<file path="config.mk">
export PLATFORM = sky130hd
export DESIGN_NAME = pe_feeder
export DESIGN_NICKNAME = d
export VERILOG_FILES = /design/src/rtl/pe_feeder_pkg.sv /design/src/rtl/pe_feeder_unpack.sv /design/src/rtl/pe_feeder.sv
export SDC_FILE = /design/constraint.sdc
export NUM_CORES = 1
export LEC_CHECK = 0
export BUFFER_PORTS_ARGS = -buffer_cell sky130_fd_sc_hd__buf_2
export CAP_MARGIN = 5
export CORE_MARGIN = 1.5
export CORE_UTILIZATION = 30
export CTS_BUF_LIST = sky130_fd_sc_hd__clkbuf_4 sky130_fd_sc_hd__clkbuf_8
export DETAILED_ROUTE_END_ITERATION = 10
export GPL_TIMING_DRIVEN = 0
export HOLD_SLACK_MARGIN = 0.15
export PLACE_DENSITY = 0.57
export SLEW_MARGIN = 20
export SYNTH_ARGS = -nofsm -noshare
export SYNTH_HDL_FRONTEND = slang
export SYNTH_SLANG_ARGS = --single-unit
</file>
<file path="constraint.sdc">
create_clock -name clk -period 1.7 [get_ports clk]
set_input_delay 0 -clock clk [delete_from_list [all_inputs] [get_ports clk]]
set_output_delay 0 -clock clk [all_outputs]
set_load 0.05 [all_outputs]
</file>
<file path="src/rtl/pe_feeder_pkg.sv">
// pe_feeder_pkg: shared state encoding and data widths for the pe_feeder slice.
package pe_feeder_pkg;
    localparam int PIX_W  = 8;
    localparam int WIN_W  = 24;
    localparam int WORD_W = 32;
    typedef enum logic [1:0] {IDLE, RUN, DRAIN} state_t;
endpackage

</file>
<file path="src/rtl/pe_feeder_unpack.sv">
// pe_feeder_unpack: holds one 4-pixel word and hands out one pixel per shift.
module pe_feeder_unpack
    import pe_feeder_pkg::*;
(
    input  logic              clk,
    input  logic              rst,
    input  logic [WORD_W-1:0] s_tdata,
    input  logic              s_tvalid,
    input  logic              en,
    input  logic              hold,
    output logic              s_tready,
    output logic [PIX_W-1:0]  px,
    output logic              shift,
    output logic              empty
);
    logic [WORD_W-1:0] data;
    logic [2:0]        left;
    logic              live;

    assign shift    = left != 3'd0 && !hold;
    assign empty    = left == 3'd0;
    assign px       = data[PIX_W-1:0];
    // ready one pixel early so the reload lands on the last shift edge
    assign s_tready = live && en && (empty || (left == 3'd1 && !hold));

    always_ff @(posedge clk or posedge rst) begin
        if (rst) begin
            data <= '0;
            left <= '0;
            live <= 1'b0;
        end else begin
            live <= 1'b1;
            if (s_tvalid && s_tready) begin
                data <= s_tdata;
                left <= 3'd4;
            end else if (shift) begin
                data <= data >> PIX_W;
                left <= left - 3'd1;
            end
        end
    end
endmodule

</file>
<file path="src/rtl/pe_feeder.sv">
// pe_feeder: streams 32-bit pixel words into a row-bounded 3-pixel window.
// Define PE_FEEDER_ZERO_PAD_EN to pad each row with one zero pixel at both ends.
module pe_feeder
    import pe_feeder_pkg::*;
#(
    parameter int ROW_LEN = 8
) (
    input  logic              clk,
    input  logic              rst,
    input  logic [WORD_W-1:0] s_tdata,
    input  logic              s_tvalid,
    input  logic              s_tlast,
    output logic              s_tready,
    output logic [WIN_W-1:0]  p,
    output logic              p_valid,
    output logic              frame_done,
    output logic              frame_err
);
`ifdef PE_FEEDER_ZERO_PAD_EN
    localparam bit PAD = 1'b1;
`else
    localparam bit PAD = 1'b0;
`endif
    localparam int            CW    = $clog2(ROW_LEN);
    localparam logic [CW-1:0] LAST  = CW'(ROW_LEN - 1);
    localparam logic [CW-1:0] FIRST = CW'(PAD ? 1 : 2);

    state_t            state_q, state_d;
    logic [CW-1:0]     col;
    logic [PIX_W-1:0]  px;
    logic              shift, empty, pad_pend, finish, hs;

    assign hs = s_tvalid && s_tready;

    pe_feeder_unpack u_unpack (
        .clk      (clk),
        .rst      (rst),
        .s_tdata  (s_tdata),
        .s_tvalid (s_tvalid),
        .en       (state_q != DRAIN),
        .hold     (pad_pend),
        .s_tready (s_tready),
        .px       (px),
        .shift    (shift),
        .empty    (empty)
    );

    always_comb begin
        state_d = state_q;
        finish  = 1'b0;
        if (state_q == DRAIN) begin
            finish = empty && !pad_pend;
            if (finish) state_d = IDLE;
        end else if (hs) begin
            state_d = s_tlast ? DRAIN : RUN;
        end
    end

    always_ff @(posedge clk or posedge rst) begin
        if (rst) begin
            state_q    <= IDLE;
            p          <= '0;
            col        <= '0;
            p_valid    <= 1'b0;
            pad_pend   <= 1'b0;
            frame_done <= 1'b0;
            frame_err  <= 1'b0;
        end else begin
            state_q    <= state_d;
            frame_done <= finish;
            frame_err  <= finish && col != '0;
            if (shift) begin
                // with padding the row's first pixel enters behind an implicit zero
                p        <= (PAD && col == '0) ? {{(WIN_W-PIX_W){1'b0}}, px} : {p[WIN_W-PIX_W-1:0], px};
                col      <= col == LAST ? '0 : col + 1'b1;
                p_valid  <= col >= FIRST;
                pad_pend <= PAD && col == LAST;
            end else if (pad_pend) begin
                p        <= {p[WIN_W-PIX_W-1:0], {PIX_W{1'b0}}};
                p_valid  <= 1'b1;
                pad_pend <= 1'b0;
            end else begin
                p_valid <= 1'b0;
                if (finish) col <= '0;
            end
        end
    end
endmodule

</file>
==> impl_metrics.py <==
metrics = {
    "status": {
        "status": "finished, violations left",
        "violations": "setup timing",
    },
    "worst_setup_path": {
        "critPathMaxFanout": 10,
        "cp-start-kind": "flip-flop",
        "critical_path_required_ps": 1930,
        "endpoint_kind": "flip-flop",
        "critical_path_class": "reg -> reg",
        "critPathArrivalTime_ps": 2060,
    },
    "grt": {
        "grt_pass1_vias": 2243,
        "grt_max_degree": 35,
        "grt_usage_pct": 12.7,
        "grt_first_pass_wirelength_um": 10900,
        "antenna_found_initial": 0,
        "overflow": 0,
    },
    "clocking": {
        "clkTransAtPathRegs_ps": 70,
        "htree_levels": 3,
        "clk_path_buf_depth": 2,
        "cts_buffers": 9,
        "cts_tree": "done",
        "clock_sinks": 68,
        "root_buffer": "clkbuf_8",
        "clk_latency_ps": 350,
    },
    "routing": {
        "dr_total_vias": 2178,
        "ant_nets": 0,
        "wl_um": 6480,
        "drt_iter0_drc": 45,
        "first_pass_iters": 4,
        "avgViaCountPerCell": 4.16,
        "wl_per_cell_um": 12.4,
        "drc": 0,
    },
    "layout": {
        "final_util_pct": 43.7,
        "mostFrequentLayoutCell": "nand2_1",
        "drive_above_1_share_pct": 40.2,
        "mostFrequentLayoutCells": "nand2_1, dfrtp_1, buf_2, dlygate4sd3_1, mux2_2",
        "diodes": 0,
        "fin_nets": 429,
        "syn_to_final_growth_pct": 39.6,
        "final_cells": 524,
    },
    "yosys": {
        "ys_seq_area_share_pct": 54.8,
        "yosysWarnings": 0,
        "syn_inst": 268,
        "yosysTopAreaCell": "dfrtp_1",
        "synth_fp_nets": 311,
        "syn_area_mm2": 0.00310,
        "synthAdderAreaFrac_pct": 2.82,
        "synth_compound_area_share_pct": 1.41,
        "syn_avg_cell_area_um2": 11.6,
        "synth_xor_area_share_pct": 0.282,
        "synthMuxAreaShare_pct": 23.4,
        "ys_ff_latch": 68,
        "synthDistinctLibCells": 24,
        "yosysTopAreaCellShare_pct": 54.8,
        "synth_area_leaders": "dfrtp_1, mux2_2, nand2_1, mux2_4, mux2i_1",
        "synth_simple_gate_area_share_pct": 12.8,
        "synth_top_family_by_area": "multiplexers",
    },
    "power_and_ir_drop": {
        "worst_ir_drop_vdd_mv": 0.816,
        "power.leakage_nw": 2.41,
        "powerDensity_mw_per_mm2": 1540,
    },
    "floorplanning": {
        "start_util_pct": 31.3,
        "ios": 64,
        "coreArea_mm2": 0.00991,
        "die_area_mm2": 0.0110,
        "fp.dieH_um": 105,
        "die_width_um": 105,
        "rows": 36,
    },
    "place": {
        "hpwl_um": 4530,
        "port_buffers": 63,
        "dp_cells": 466,
        "gp_congestion": 0.704,
        "pre_cts_slack_ps": -342,
    },
    "worst_hold_path": {
        "hold_class": "in -> reg",
    },
    "sta": {
        "rsz0062_at_grt": "true",
        "clock_skew_ps": 8.16,
        "fin_ws_ps": -131,
        "fin_crit_ps": 1830,
        "report.final.hold_viol_count": 0,
        "holdWs_ps": 394,
        "setup_viol": 28,
        "fin_crit_sh_pct": 108,
        "slew_violations": 0,
        "fmax_mhz": 546,
    },
    "job": {
        "max_cap_violations": 0,
    },
}
==> power by group <==
group	total [mW]	switching [mW]	leakage [nW]	internal, mW
sequential	2.40	0.303	0.910	2.09
clock	1.32	0.638	0.0958	0.683
combinational	2.93	1.67	1.40	1.26
total	6.65	2.61	2.41	4.04
==> worst max-delay path, cell delays in order, from the launching register on <==
cell     delay, ps
dfrtp_1        390
inv_2           90
ha_1           170
nor2_2          60
or4_4          510
buf_8          200
mux2_4         300
==> stage by stage <==
stage / power, mW / cell area [µm²] / setup TNS [ps]
final: 6.65 / 4330 / -3020
after global routing: 7.09 / 4330 / -4420
after CTS: 6.64 / 4250 / -3080
after detailed placement: 5.16 / 3660 / -11110
after global placement: 5.09 / 3620 / -10270
after floorplan: 4.53 / 3140 / -1260
==> cell usage after synthesis <==
master    count
ha_1          7
nand2_1      82
inv_1        14
clkbuf_1      4
a22o_1        2
o21ai_0       1
nand2b_1      2
conb_1        1
dfrtp_1      68
buf_2         5
mux2i_1      10
a21o_1        1
mux2_4       20
buf_6         3
nor2_1        6
nor4b_1       1
buf_1         2
a221oi_1      1
nor2b_1       3
or4_4         1
a21oi_1       1
mux2_2       29
nor3_1        3
xnor2_1       1
==> flip-flops by register name, indices dropped and copies added (netlist names) <==
name           cells
p                 24
frame_done         1
state_q            2
u_unpack.live      1
p_valid            1
u_unpack.left      3
frame_err          1
u_unpack.data     32
col                3
==> area by class of cell <==
type / count / area, µm²
flip-flops and latches: 68 / 1700
well taps: 133 / 166
plain buffers: 13 / 120
repair buffers: 108 / 788
fillers: 983 / 5580
clock inverters: 7 / 76.3
clock buffers: 9 / 124
multi-input cells: 172 / 1300
inverters: 14 / 56.3
==> routing by layer <==
metal  GRT usage (%)  up-vias  part of all wire [%]
met5               0        -                     0
met4            3.23        0                  0.82
met3            4.18        8                   4.3
met2            20.1       52                    46
met1            16.8     1006                    49
li1                -     1112                     -
==> logic make-up (layout without fill, tap and decap cells) <==
kind of cell	count (synthesis)	after routing
AND/OR/NAND/NOR	98	98
AO/OA/AOI/OAI	6	6
buffers and inverters	28	151
multiplexers	59	59
adder cells (fa/ha/maj)	7	7
flip-flops	68	68
XOR/XNOR	1	1
other	1	1
==> worst paths after layout <==
| kind | from | endpoint | slack (ps) | cells past startpoint |
|---|---|---|---|---|
| worst min-delay path | s_tvalid | u_unpack.left[0]$_DFFE_PP0P_ | 390 | 3 |
| min in group asynchronous | rst | frame_err$_DFF_PP0_ | 680 | 4 |
| worst min register to register | p[21]$_DFFE_PP0P_ | p[21]$_DFFE_PP0P_ | 460 | 2 |
| worst max-delay path | u_unpack.left[1]$_DFFE_PP0P_ | u_unpack.data[11]$_DFFE_PP0P_ | -130 | 6 |
| max in group asynchronous | rst | u_unpack.data[12]$_DFFE_PP0P_ | 620 | 5 |
| worst max register to register | u_unpack.left[1]$_DFFE_PP0P_ | u_unpack.data[11]$_DFFE_PP0P_ | -130 | 6 |
==> timing repair <==
| item | in CTS | in global routing |
|---|---|---|
| endpoints found under the setup margin | 61 | 56 |
| endpoints found under the hold margin | 104 | 0 |
| resized for setup | 7 | 15 |
| hold buffers | 36 | 0 |
| buffers inserted | 3 | 3 |
| gates cloned | 0 | 1 |
Power figures use the tool's default switching activity.
